==> src/rtl/multicycle_ctrl.sv <==
// rtl/multicycle_ctrl.sv - control FSM for a shared-resource multicycle MIPS datapath
//
// Purpose: sequences FETCH/DECODE/execute states over one ALU, one register
// file and one unified memory port; stalls on mem_ready, counts retired
// instructions and traps (sticky) on illegal op/funct encodings.
//
// Ports:
//   clk, reset (async active-low)
//   op, funct          opcode / function fields from the instruction register
//   zero               ALU zero flag (branch decision)
//   mem_ready          memory access completes this cycle
//   mem_req, memwrite, iord, irwrite, pcen, pcsrc,
//   alusrca, alusrcb, alucontrol, regdst, memtoreg, regwrite
//                      datapath selects and enables
//   retired            one-cycle pulse when an instruction completes
//   instr_count        retired-instruction counter (wraps)
//   halted             sticky illegal-instruction trap
//   state              current state encoding
module multicycle_ctrl #(
   parameter int COUNT_WIDTH = 32
) (
   input  logic                   clk,
   input  logic                   reset,
   input  logic [5:0]             op,
   input  logic [5:0]             funct,
   input  logic                   zero,
   input  logic                   mem_ready,
   output logic                   mem_req,
   output logic                   memwrite,
   output logic                   iord,
   output logic                   irwrite,
   output logic                   pcen,
   output logic [1:0]             pcsrc,
   output logic                   alusrca,
   output logic [1:0]             alusrcb,
   output logic [3:0]             alucontrol,
   output logic                   regdst,
   output logic                   memtoreg,
   output logic                   regwrite,
   output logic                   retired,
   output logic [COUNT_WIDTH-1:0] instr_count,
   output logic                   halted,
   output logic [3:0]             state
);

   localparam logic [3:0] S_FETCH  = 4'd0;
   localparam logic [3:0] S_DECODE = 4'd1;
   localparam logic [3:0] S_MEMADR = 4'd2;
   localparam logic [3:0] S_MEMRD  = 4'd3;
   localparam logic [3:0] S_MEMWB  = 4'd4;
   localparam logic [3:0] S_MEMWR  = 4'd5;
   localparam logic [3:0] S_EXEC   = 4'd6;
   localparam logic [3:0] S_ALUWB  = 4'd7;
   localparam logic [3:0] S_BRANCH = 4'd8;
   localparam logic [3:0] S_ADDIEX = 4'd9;
   localparam logic [3:0] S_ADDIWB = 4'd10;
   localparam logic [3:0] S_JUMP   = 4'd11;
   localparam logic [3:0] S_TRAP   = 4'd15;

   localparam logic [5:0] OP_RTYPE = 6'b000000;
   localparam logic [5:0] OP_LW    = 6'b100011;
   localparam logic [5:0] OP_SW    = 6'b101011;
   localparam logic [5:0] OP_BEQ   = 6'b000100;
   localparam logic [5:0] OP_ADDI  = 6'b001000;
   localparam logic [5:0] OP_J     = 6'b000010;

   localparam logic [3:0] ALU_ADD = 4'b0010;
   localparam logic [3:0] ALU_SUB = 4'b0110;
   localparam logic [3:0] ALU_AND = 4'b0000;
   localparam logic [3:0] ALU_OR  = 4'b0001;
   localparam logic [3:0] ALU_SLT = 4'b0111;
   localparam logic [3:0] ALU_SLL = 4'b1000;
   localparam logic [3:0] ALU_SRL = 4'b1001;

   logic [3:0]             state_q, state_d;
   logic [COUNT_WIDTH-1:0] count_q, count_d;
   logic [3:0]             funct_alu;
   logic                   funct_legal;

   // R-type funct decode, shared by EXEC's ALU control and its legality check
   always_comb begin
      funct_alu   = ALU_ADD;
      funct_legal = 1'b1;
      case (funct)
         6'b100000: funct_alu = ALU_ADD;
         6'b100010: funct_alu = ALU_SUB;
         6'b100100: funct_alu = ALU_AND;
         6'b100101: funct_alu = ALU_OR;
         6'b101010: funct_alu = ALU_SLT;
         6'b000000: funct_alu = ALU_SLL;
         6'b000010: funct_alu = ALU_SRL;
         default:   funct_legal = 1'b0;
      endcase
   end

   // State register
   always_ff @(posedge clk or negedge reset) begin
      if (!reset) begin
         state_q <= S_FETCH;
      end else begin
         state_q <= state_d;
      end
   end

   // Next-state logic; op/funct stay valid in the IR after FETCH, so later
   // states (MEMADR, EXEC) can re-decode them directly.
   always_comb begin
      state_d = S_TRAP;
      case (state_q)
         S_FETCH:  state_d = mem_ready ? S_DECODE : S_FETCH;
         S_DECODE: begin
            case (op)
               OP_LW, OP_SW: state_d = S_MEMADR;
               OP_RTYPE:     state_d = S_EXEC;
               OP_BEQ:       state_d = S_BRANCH;
               OP_ADDI:      state_d = S_ADDIEX;
               OP_J:         state_d = S_JUMP;
               default:      state_d = S_TRAP;
            endcase
         end
         S_MEMADR: state_d = (op == OP_LW) ? S_MEMRD : S_MEMWR;
         S_MEMRD:  state_d = mem_ready ? S_MEMWB : S_MEMRD;
         S_MEMWB:  state_d = S_FETCH;
         S_MEMWR:  state_d = mem_ready ? S_FETCH : S_MEMWR;
         S_EXEC:   state_d = funct_legal ? S_ALUWB : S_TRAP;
         S_ALUWB:  state_d = S_FETCH;
         S_BRANCH: state_d = S_FETCH;
         S_ADDIEX: state_d = S_ADDIWB;
         S_ADDIWB: state_d = S_FETCH;
         S_JUMP:   state_d = S_FETCH;
         default:  state_d = S_TRAP;
      endcase
   end

   // Output logic. Enables are forced low while reset is held so that an
   // abandoned access (e.g. FETCH with mem_ready=1) updates nothing.
   always_comb begin
      mem_req    = 1'b0;
      memwrite   = 1'b0;
      iord       = 1'b0;
      irwrite    = 1'b0;
      pcen       = 1'b0;
      pcsrc      = 2'b00;
      alusrca    = 1'b0;
      alusrcb    = 2'b00;
      alucontrol = ALU_AND;
      regdst     = 1'b0;
      memtoreg   = 1'b0;
      regwrite   = 1'b0;
      retired    = 1'b0;
      case (state_q)
         S_FETCH: begin
            mem_req    = 1'b1;
            alusrcb    = 2'b01;
            alucontrol = ALU_ADD;
            irwrite    = mem_ready;
            pcen       = mem_ready;
         end
         S_DECODE: begin
            alusrcb    = 2'b11;
            alucontrol = ALU_ADD;
         end
         S_MEMADR: begin
            alusrca    = 1'b1;
            alusrcb    = 2'b10;
            alucontrol = ALU_ADD;
         end
         S_MEMRD: begin
            mem_req = 1'b1;
            iord    = 1'b1;
         end
         S_MEMWB: begin
            memtoreg = 1'b1;
            regwrite = 1'b1;
            retired  = 1'b1;
         end
         S_MEMWR: begin
            mem_req  = 1'b1;
            memwrite = 1'b1;
            iord     = 1'b1;
            retired  = mem_ready;
         end
         S_EXEC: begin
            alusrca    = 1'b1;
            alucontrol = funct_alu;
         end
         S_ALUWB: begin
            regdst   = 1'b1;
            regwrite = 1'b1;
            retired  = 1'b1;
         end
         S_BRANCH: begin
            alusrca    = 1'b1;
            alucontrol = ALU_SUB;
            pcsrc      = 2'b01;
            pcen       = zero;
            retired    = 1'b1;
         end
         S_ADDIEX: begin
            alusrca    = 1'b1;
            alusrcb    = 2'b10;
            alucontrol = ALU_ADD;
         end
         S_ADDIWB: begin
            regwrite = 1'b1;
            retired  = 1'b1;
         end
         S_JUMP: begin
            pcsrc   = 2'b10;
            pcen    = 1'b1;
            retired = 1'b1;
         end
         default: begin
         end
      endcase
      if (!reset) begin
         mem_req  = 1'b0;
         memwrite = 1'b0;
         irwrite  = 1'b0;
         pcen     = 1'b0;
         regwrite = 1'b0;
         retired  = 1'b0;
      end
   end

   // Retired-instruction counter, wraps modulo 2^COUNT_WIDTH
   always_comb begin
      count_d = count_q;
      if (retired) begin
         count_d = count_q + {{(COUNT_WIDTH-1){1'b0}}, 1'b1};
      end
   end

   always_ff @(posedge clk or negedge reset) begin
      if (!reset) begin
         count_q <= '0;
      end else begin
         count_q <= count_d;
      end
   end

   assign instr_count = count_q;
   assign halted      = (state_q == S_TRAP);
   assign state       = state_q;

endmodule
==> config.mk <==
export PLATFORM = sky130hd
export DESIGN_NAME = multicycle_ctrl
export DESIGN_NICKNAME = d
export VERILOG_FILES = /design/src/rtl/multicycle_ctrl.sv
export SDC_FILE = /design/constraint.sdc
export NUM_CORES = 1
export LEC_CHECK = 0
export ABC_AREA = 1
export BUFFER_PORTS_ARGS = -buffer_cell sky130_fd_sc_hd__buf_2
export CAP_MARGIN = 20
export CORE_ASPECT_RATIO = 0.75
export CORE_UTILIZATION = 35
export DETAILED_ROUTE_END_ITERATION = 16
export PLACE_DENSITY = 0.55
export RECOVER_POWER = 100
export SKIP_CTS_REPAIR_TIMING = 1
export SKIP_LAST_GASP = 1
export SLEW_MARGIN = 0
export SYNTH_ARGS = -nofsm -noshare
export SYNTH_HDL_FRONTEND = slang
export SYNTH_SLANG_ARGS = --single-unit
==> constraint.sdc <==
create_clock -name clk -period 2.5 [get_ports clk]
set_clock_uncertainty 0.2 [all_clocks]
set_input_delay 0.25 -clock clk [delete_from_list [all_inputs] [get_ports clk]]
set_output_delay 0.25 -clock clk [all_outputs]
set_load 0.05 [all_outputs]
==> qor.log, run 1 <==
INFO  status         run_status=finished, final reports clean
INFO  placement      post_place_instance_area=3330squm
INFO  global_routing groute.layer.met1.usage=31.9%
INFO  timing         worst_slew_margin_rel=35.0%
INFO  clocking       max-clock-path-buffers=2
INFO  clocking       cts_tree=yes
INFO  synth          postSynthAreaPerCell=5.90squm
INFO  global_routing grt_util_all_layers=21.4%
INFO  synth          number_of_unique_standard_cell_types_used_by_synthesis=25
INFO  synth          ys.warnings.count=0
INFO  global_routing globalRouteMet2Util=32.3%
INFO  setup_path     setup.worst_path.end_class=primary output
INFO  finish         multi_input_comb_area=1730squm
INFO  setup_path     arrival_time_reported_for_the_critical_path_endpoint=1.88ns
INFO  drt            initialDrtViolationCount=224
INFO  clocking       clockRootBuffer=clkbuf_8
INFO  global_routing grt_first_pass_wirelength=14.1mm
INFO  synth          synth_seq_cells=36
INFO  synth          mappedNetlistArea=2850squm
INFO  global_routing grt_use_met3=3.65%
INFO  clocking       clock_slew_at_the_register_clock_pins_of_the_worst_setup_and_hold_paths=0.08ns
INFO  timing         final-setup-viol-count=0
INFO  timing         final_max_slew_viol_count=0
INFO  pwr            pwr-share-seq=53.6%
INFO  global_routing grt_start_max_net_pins=33
INFO  job            maxCapViolCount=0
INFO  floorplan      die_width=106microns
INFO  timing         tns_setup=0ns
INFO  drt            detailedRoute.firstPassIterationCount=4
INFO  clocking       cts_inserted_buffers=5
INFO  setup_path     category_of_the_most_critical_setup_path=reg2out
INFO  setup_path     critPathMaxFanout=16
INFO  timing         hold_ws=0.122ns
INFO  floorplan      core=7880squm
INFO  drt            finalWirelength=8.58mm
INFO  pwr            fin_total_pwr=1.09mW
INFO  timing         min_period_over_period=93.3%
INFO  global_routing grt_most_used_layer=met2
INFO  pwr            power_per_cell_area=322nW/um^2
INFO  timing         worst_slew_pin_slew=0.976ns
INFO  clocking       cts.sinks=36
INFO  pwr            pwr-share-comb=4.8%
INFO  drt            number_of_nets_still_failing_antenna_checks_after_routing=0
INFO  timing         upper_clock_frequency_limit=429MHz
INFO  finish         register_area=901squm
INFO  timing         hold_viol_final=0
INFO  drt            drcViolationCount=0
INFO  pwr            switching_share=24.6%
INFO  finish         final_core_utilization=42.7%
INFO  hold_path      holdCritPathClass=in2reg
INFO  synth          synth-async-reset-ratio=100%
INFO  placement      hpwlAfterDp=6.59mm
INFO  synth          synthCells=483
INFO  synth          synth_edf_count=0
INFO  drt            post_drt_via_cell_ratio=4.76
INFO  synth          ys_seq_area_share=31.6%
INFO  setup_path     required=2.05ns
INFO  finish         drive_gt1_share=8.96%
INFO  finish         summed_area_of_non_filler_cells_in_the_final_layout=3370squm
INFO  clocking       insertion_delay=0.30ns
INFO  synth          synth.net_count=500
INFO  floorplan      rows=28
INFO  timing         rsz0062_at_grt=false
INFO  finish         area_delta_synth_final=18.2%
INFO  pwr            p_leak=1.68nW
INFO  pwr            power.net_switching=0.267mW
INFO  timing         final.min_clock_period=2.33ns
INFO  synth          dominantRegCellSynth=dfrtp_1
INFO  finish         diodes=0
INFO  finish         design.final.nets=574
INFO  global_routing initial_antenna_violation_count=0
INFO  clocking       cts-htree-levels=2
INFO  pwr            power_frac_clock=41.6%
INFO  global_routing globalRouteOverflowTotal=0
INFO  finish         num-fill-cells=873
INFO  floorplan      die_area=8510squm
INFO  pwr            intPower=0.819mW
INFO  floorplan      die_height=80.1microns
INFO  setup_path     worst_setup_path_start_kind=flip-flop
INFO  global_routing number_of_global_route_vias_before_repair=2,847
INFO  placement      place_congestion=0.871
INFO  drt            avgRoutedWirePerCell=12.9microns
INFO  drt            via_count=3,158
INFO  placement      total_of_buffers_placed_on_input_and_output_ports=70
INFO  finish         layout_common_cells=nand2_1, nor2_1, nand3_1
INFO  floorplan      start_util=36.1%
INFO  pwr            vdd_drop_max=0.149mV
INFO  floorplan      pin_count=71
INFO  finish         most_common_library_cell_in_the_layout_ignoring_fill_and_taps=nand2_1
## flip-flops by register name, summed over array words and instances, names as in the netlist
signal	flops
instr_count	32
state	4
## power groups by stage
| stage | registers [mW] | logic [mW] | clock network [mW] |
|---|---|---|---|
| 3_3_place_gp | 0.593 | 0.0521 | 0 |
| 5_1_grt | 0.582 | 0.0602 | 0.492 |
| 6_report | 0.582 | 0.0518 | 0.452 |
| 2_1_floorplan | 0.593 | 0.0165 | 0 |
| 4_1_cts | 0.582 | 0.0530 | 0.473 |
| 3_5_place_dp | 0.593 | 0.0529 | 0 |
## kinds of logic after synthesis
family / after synthesis / synth area share (%)
AOI/OAI and AO/OA: 14 / 2.90
buffers and inverters: 58 / 8.30
xor gates and xnor gates: 15 / 4.61
and+or+nand+nor: 359 / 52.1
DFF: 36 / 31.6
adders and majority gates: 1 / 0.439
## critical path, stage by stage (launching register included)
cell and delay (ns):
dfrtp_1 0.45, inv_2 0.14, nand2_2 0.10, nor2_4 0.16
nor2_1 0.06, o21ai_2 0.08, nand2_4 0.08, nand2_4 0.19
clkbuf_2 0.32
## synth_stat cells, types with 2 or more instances
master | n | area share, %
a21oi_1 | 2 | 0.35
buf_2 | 6 | 1.1
buf_4 | 3 | 0.79
dfrtp_1 | 36 | 32
inv_1 | 47 | 6.2
inv_2 | 2 | 0.26
nand2_1 | 196 | 26
nand2_4 | 3 | 1.2
nand3_1 | 65 | 11
nand4_1 | 2 | 0.44
nor2_1 | 83 | 11
nor2_2 | 4 | 0.88
nor3_1 | 2 | 0.35
o21ai_0 | 8 | 1.4
xnor2_1 | 6 | 1.8
xor2_1 | 9 | 2.8
## worst paths after layout
| check | slack [ns] | depth (start not counted) | to | start |
|---|---|---|---|---|
| worst min register to register | 0.39 | 2 | instr_count[31] | instr_count[31] |
| worst max register to register | 0.32 | 9 | instr_count[15] | state[3] |
| min in group asynchronous | 0.20 | 2 | instr_count[2] | reset |
| max in group asynchronous | 0.68 | 3 | instr_count[14] | reset |
| worst max-delay path | 0.17 | 8 | retired | state[2] |
| worst min-delay path | 0.12 | 4 | state[3] | funct[5] |
## through the flow
stage               setup slack, ns  std cells
floorplan                   0.00230        483
global placement              0.457        654
detailed placement            0.439        654
CTS                           0.170        662
global route                 0.0531        663
finish                        0.167        663
## routing by layer
metal | vias up | share of wire, % | wire, microns
met5 | - | 0 | 0
met4 | 0 | 0.66 | 57
met3 | 8 | 5.8 | 499
met2 | 76 | 41 | 3500
met1 | 1429 | 53 | 4530
li1 | 1645 | - | -
## cell type report
| type | instances | area share [%] |
|---|---|---|
| clock buffer | 6 | 2.45 |
| clock inverter | 2 | 0.297 |
| inverter | 49 | 5.46 |
| multi-input combinational | 389 | 51.3 |
| sequential | 36 | 26.8 |
| tap | 105 | 3.90 |
| timing repair buffer | 76 | 9.85 |
No activity file was read; power rests on OpenSTA's default activity.
==> run 2, diff against run 1 <==
CTS_BUF_LIST = sky130_fd_sc_hd__clkbuf_8   (was unset)
SETUP_SLACK_MARGIN = 0.3   (was unset)
==> run 2 against run 1 <==
Compared with the run above: global-route usage down 0.34 points; register-to-register slack about the same; worst hold slack better by 0.012 ns; sequential share of layout area shrank 0.84 points; fmax is 3.2% higher; flip-flop and latch count unchanged; clock power is 26% higher; die area did not move; highest routed layer unchanged.
==> qor.log, run 2 (synthesis gave the netlist of run 1 again) <==
INFO  status         run_status=finished, final reports clean
INFO  setup_path     critPathMaxFanout=6
INFO  finish         drive_gt1_share=11.7%
INFO  timing         worst_slew_pin_slew=0.636ns
INFO  setup_path     regToRegEndpoint=instr_count[17]
INFO  global_routing grt_util_all_layers=21.1%
INFO  finish         area_delta_synth_final=22.7%
INFO  floorplan      core=7880squm
INFO  finish         diodes=0
INFO  drt            finalWirelength=8.70mm
INFO  global_routing globalRouteOverflowTotal=0
INFO  placement      total_of_buffers_placed_on_input_and_output_ports=70
INFO  clocking       cts_inserted_buffers=5
INFO  floorplan      die_area=8510squm
INFO  finish         design.final.nets=579
INFO  setup_path     rr_startpoint=state[2]
INFO  setup_path     category_of_the_most_critical_setup_path=reg2out
INFO  drt            detailedRoute.firstPassIterationCount=5
INFO  floorplan      die_height=80.1microns
INFO  timing         tns_setup=0ns
INFO  clocking       cts-htree-levels=2
INFO  timing         hold_viol_final=0
INFO  timing         upper_clock_frequency_limit=443MHz
INFO  global_routing number_of_global_route_vias_before_repair=2,793
INFO  floorplan      die_width=106microns
INFO  global_routing grt_start_max_net_pins=33
INFO  floorplan      rows=28
INFO  setup_path     cp_cell_sequence=inv_1 -> nand3_1 -> o21ai_1 -> clkbuf_1
INFO  setup_path     worst_setup_path_start_kind=flip-flop
INFO  drt            post_drt_via_cell_ratio=4.79
INFO  finish         multi_input_comb_area=1760squm
INFO  global_routing grt_first_pass_wirelength=13.8mm
INFO  clocking       cts_tree=yes
INFO  global_routing globalRouteMet2Util=30.7%
INFO  global_routing initial_antenna_violation_count=0
INFO  setup_path     setup.worst_path.end_class=primary output
INFO  setup_path     arrival_time_reported_for_the_critical_path_endpoint=1.81ns
INFO  floorplan      start_util=36.1%
INFO  drt            number_of_nets_still_failing_antenna_checks_after_routing=0
INFO  placement      place_congestion=0.884
INFO  clocking       insertion_delay=0.29ns
INFO  timing         rsz0062_at_grt=true
INFO  setup_path     critical_path.slowest_cell=clkbuf_1
INFO  drt            drcViolationCount=0
INFO  setup_path     r2r_slack=0.31ns
INFO  job            maxCapViolCount=0
INFO  placement      pre_cts_slack=0.439ns
INFO  hold_path      worstHoldEndpoint=state[3]
INFO  global_routing groute.layer.met1.usage=32.3%
INFO  finish         most_common_library_cell_in_the_layout_ignoring_fill_and_taps=nand2_1
INFO  finish         layout_common_cells=nand2_1, nor2_1, nand3_1
INFO  global_routing grt_most_used_layer=met1
INFO  floorplan      pin_count=71
INFO  setup_path     critical-path-max-stage-delay=0.49ns
INFO  global_routing grt_use_met3=3.49%
INFO  clocking       clock_slew_at_the_register_clock_pins_of_the_worst_setup_and_hold_paths=0.07ns
INFO  timing         min_period_over_period=90.4%
INFO  timing         setup_ws=0.240ns
INFO  drt            via_count=3,198
INFO  finish         num-fill-cells=879
INFO  hold_path      holdCritPathClass=in2reg
INFO  drt            initialDrtViolationCount=154
INFO  pwr            vdd_drop_max=0.205mV
INFO  setup_path     required=2.05ns
INFO  finish         register_area=906squm
INFO  hold_path      worstHoldPathCells=4
INFO  clocking       max-clock-path-buffers=2
INFO  timing         hold_ws=0.135ns
INFO  setup_path     ff2ff_path_depth=11
INFO  timing         final-setup-viol-count=0
INFO  timing         worst_slew_margin_rel=57.8%
INFO  finish         number_of_flip_flops_under_the_largest_register_name=32
INFO  pwr            p_leak=1.72nW
INFO  clocking       cts.sinks=36
INFO  clocking       clockRootBuffer=clkbuf_8
INFO  placement      hpwlAfterDp=6.74mm
INFO  timing         final.min_clock_period=2.26ns
INFO  pwr            power_per_cell_area=344nW/um^2
INFO  hold_path      hp-start=funct[5]
INFO  timing         final_max_slew_viol_count=0
INFO  drt            avgRoutedWirePerCell=13.0microns
[run 2: worst max-delay path, delay by kind of cell, from the launching register on]
kind	cells	cell delay (ns)
DFF	1	0.45
and+or+nand+nor	1	0.22
buffers and inverters	2	0.71
AOI/OAI and AO/OA	1	0.15
[run 2: how the worst max path moves through the flow]
stage / start / end / slack [ns] / cells after the start
after CTS: state[3] / retired / 0.13 / 8
after global routing: state[2] / retired / 0.14 / 8
after floorplan: state[1] / regwrite / 0.21 / 7
after global placement: instr_count[0] / instr_count[30] / 0.47 / 10
final: state[2] / alusrcb[1] / 0.24 / 4
after detailed placement: instr_count[0] / instr_count[30] / 0.44 / 10
[run 2: report_power, final]
part | total, mW | internal (mW) | switching, mW
sequential | 0.582 | 0.582 | 0
combinational | 0.0524 | 0.0172 | 0.0352
clock | 0.570 | 0.352 | 0.218
[run 2: layout make-up]
| class | instances | area share [%] |
|---|---|---|
| Multi-Input combinational cell | 389 | 50.4 |
| Clock buffer | 7 | 2.76 |
| Clock inverter | 1 | 0.859 |
| Sequential cell | 36 | 25.9 |
| Inverter | 49 | 5.26 |
| Timing Repair Buffer | 81 | 11.1 |
| Tap cell | 105 | 3.76 |
[run 2: per-stage QoR]
stage / std cells / power (mW) / area [sq um] / util, %
2_1_floorplan: 483 / 0.610 / 2880 / -
3_3_place_gp: 654 / 0.645 / 3340 / 42.4
3_5_place_dp: 654 / 0.646 / 3340 / 42.4
4_1_cts: 662 / 1.22 / 3470 / 44.0
5_1_grt: 668 / 1.25 / 3500 / 44.3
6_report: 668 / 1.20 / 3500 / 44.3
[run 2: per-layer routing]
metal / vias up / wire, microns / part of all wire [%]
met5: - / 0 / 0
met4: 0 / 46 / 0.53
met3: 4 / 499 / 5.7
met2: 109 / 3530 / 41
met1: 1434 / 4620 / 53
li1: 1651 / - / -
==> run 3, diff against run 2 <==
--- a/config.mk
+++ b/config.mk
@@ -8,9 +8,9 @@
 export ABC_AREA = 1
 export BUFFER_PORTS_ARGS = -buffer_cell sky130_fd_sc_hd__buf_2
-export CAP_MARGIN = 20
 export CORE_ASPECT_RATIO = 0.75
 export CORE_UTILIZATION = 35
 export CTS_BUF_LIST = sky130_fd_sc_hd__clkbuf_8
 export DETAILED_ROUTE_END_ITERATION = 16
+export MAX_ROUTING_LAYER = met4
 export PLACE_DENSITY = 0.55
 export RECOVER_POWER = 100
==> constraint.sdc (replaced) <==
create_clock -name clk -period 2.5 [get_ports clk]
set_clock_uncertainty 0.2 [all_clocks]
set_input_delay 0.375 -clock clk [delete_from_list [all_inputs] [get_ports clk]]
set_output_delay 0.375 -clock clk [all_outputs]
set_load 0.05 [all_outputs]
==> run 3 against run 2 <==
Compared with the run above: clock-buffer cell count fell by 2; sequential share of layout area fell by 0.62 points; core utilization is 1.0 points higher; fmax fell by 0.39%; clock power is 29% lower; power decreased by 13%; register-to-register slack gained 0.08 ns; critical path depth grew 4; flip-flop and latch count did not move; critical path type unchanged; largest cell class unchanged.
==> qor.log, run 3 (synthesis gave the netlist of run 1 again) <==
INFO  drt            avgRoutedWirePerCell=13.2microns
INFO  pwr            fin_total_pwr=1.04mW
INFO  hold_path      holdCritPathClass=in2reg
INFO  global_routing grt_first_pass_wirelength=14.5mm
INFO  floorplan      die_height=80.1microns
INFO  setup_path     critPathMaxFanout=4
INFO  clocking       cts_inserted_buffers=5
INFO  global_routing number_of_global_route_vias_before_repair=2,995
INFO  timing         upper_clock_frequency_limit=441MHz
INFO  pwr            p_leak=1.72nW
INFO  placement      hpwlAfterDp=6.70mm
INFO  clocking       cts_tree=yes
INFO  hold_path      hp-start=funct[5]
INFO  timing         hold_ws=0.254ns
INFO  setup_path     setup.worst_path.end_class=primary output
INFO  floorplan      pin_count=71
INFO  timing         final.min_clock_period=2.27ns
INFO  timing         worst_slew_pin_slew=0.921ns
INFO  floorplan      rows=28
INFO  clocking       clockRootBuffer=clkbuf_8
INFO  clocking       max-clock-path-buffers=2
INFO  finish         layout_common_cells=nand2_1, nor2_1, nand3_1
INFO  pwr            pwr-share-seq=55.8%
INFO  setup_path     ff2ff_path_depth=11
INFO  clocking       cts-htree-levels=2
INFO  timing         final-setup-viol-count=0
INFO  setup_path     rr_startpoint=state[0]
INFO  pwr            power_per_cell_area=291nW/um^2
INFO  placement      total_of_buffers_placed_on_input_and_output_ports=70
INFO  finish         area_delta_synth_final=25.6%
INFO  timing         final_max_slew_viol_count=0
INFO  finish         number_of_flip_flops_under_the_largest_register_name=32
INFO  placement      place_congestion=0.921
INFO  global_routing initial_antenna_violation_count=0
INFO  timing         hold_viol_final=0
INFO  global_routing globalRouteOverflowTotal=0
INFO  hold_path      worstHoldPathCells=4
INFO  clocking       clock_slew_at_the_register_clock_pins_of_the_worst_setup_and_hold_paths=0.08ns
INFO  finish         register_area=905squm
INFO  setup_path     regToRegEndpoint=instr_count[5]
INFO  drt            detailedRoute.firstPassIterationCount=4
INFO  setup_path     arrival_time_reported_for_the_critical_path_endpoint=1.69ns
INFO  finish         design.final.nets=588
INFO  drt            drcViolationCount=0
INFO  timing         rsz0062_at_grt=true
INFO  drt            finalWirelength=8.93mm
INFO  drt            initialDrtViolationCount=166
INFO  setup_path     worst_setup_path_start_kind=flip-flop
INFO  global_routing grt_start_max_net_pins=33
INFO  setup_path     required=1.92ns
INFO  clocking       cts.sinks=36
INFO  floorplan      core=7880squm
INFO  finish         drive_gt1_share=14.5%
INFO  setup_path     r2r_slack=0.39ns
INFO  pwr            power_frac_clock=39.0%
INFO  timing         min_period_over_period=90.7%
INFO  status         run_status=finished, final reports clean
INFO  drt            post_drt_via_cell_ratio=4.82
INFO  finish         most_common_library_cell_in_the_layout_ignoring_fill_and_taps=nand2_1
INFO  floorplan      die_width=106microns
INFO  pwr            pwr-share-comb=5.2%
INFO  timing         worst_slew_margin_rel=38.6%
INFO  floorplan      die_area=8510squm
INFO  hold_path      worstHoldEndpoint=state[3]
INFO  floorplan      start_util=36.1%
INFO  finish         multi_input_comb_area=1820squm
INFO  pwr            power.net_switching=0.258mW
INFO  drt            number_of_nets_still_failing_antenna_checks_after_routing=0
INFO  finish         final_core_utilization=45.4%
INFO  global_routing grt_util_all_layers=22.4%
INFO  setup_path     category_of_the_most_critical_setup_path=reg2out
INFO  finish         num-fill-cells=878
INFO  drt            via_count=3,256
INFO  job            maxCapViolCount=0
INFO  clocking       insertion_delay=0.29ns
INFO  pwr            vdd_drop_max=0.160mV
INFO  pwr            intPower=0.784mW
INFO  finish         diodes=0
INFO  pwr            switching_share=24.8%
==> run 3: worst max-delay path by stage <==
stage                   from  endpoint  slack (ns)
CTS                 state[1]   retired       -0.06
floorplan           state[3]  regwrite        0.29
global route        state[2]   mem_req        0.14
detailed placement  state[1]   retired        0.27
finish              state[0]      pcen        0.23
global placement    state[1]   retired        0.31
==> run 3: cell type report <==
| type | instances | share of cell area, % |
|---|---|---|
| Clock buffer | 5 | 1.92 |
| Clock inverter | 2 | 0.245 |
| Multi-Input combinational cell | 390 | 50.8 |
| Inverter | 49 | 5.46 |
| Sequential cell | 36 | 25.3 |
| Tap cell | 105 | 3.67 |
| Timing Repair Buffer | 89 | 12.7 |
==> run 3: through the flow <==
stage	cells	setup slack, ns	TNS [ns]	area (sq um)
2_1_floorplan	483	0.285	0	2910
3_3_place_gp	654	0.313	0	3360
3_5_place_dp	654	0.270	0	3360
4_1_cts	661	-0.0597	-0.0597	3440
5_1_grt	676	0.144	0	3580
6_report	676	0.232	0	3580
==> run 3: critical path: stages (launching register included) <==
cell and delay [ns]:
dfrtp_1 0.46, inv_2 0.10, nand2_1 0.16, nor2_2 0.15, nand2_1 0.12, nand2_1 0.07
o21ai_0 0.08, inv_2 0.11, buf_6 0.16
==> run 3: routing by layer <==
metal	GRT usage, %	wire length, microns	up-vias
li1	-	-	1676
met5	-	0	-
met1	32.2	4720	1498
met3	3.57	439	2
met4	3.47	24	0
met2	33.6	3740	80
==> run 3: power groups by stage <==
stage | Sequential (mW) | Clock [mW] | Combinational [mW]
finish | 0.582 | 0.406 | 0.0539
global route | 0.582 | 0.440 | 0.0627
CTS | 0.582 | 0.420 | 0.0540
detailed placement | 0.593 | 0 | 0.0539
global placement | 0.593 | 0 | 0.0523
floorplan | 0.593 | 0 | 0.0167
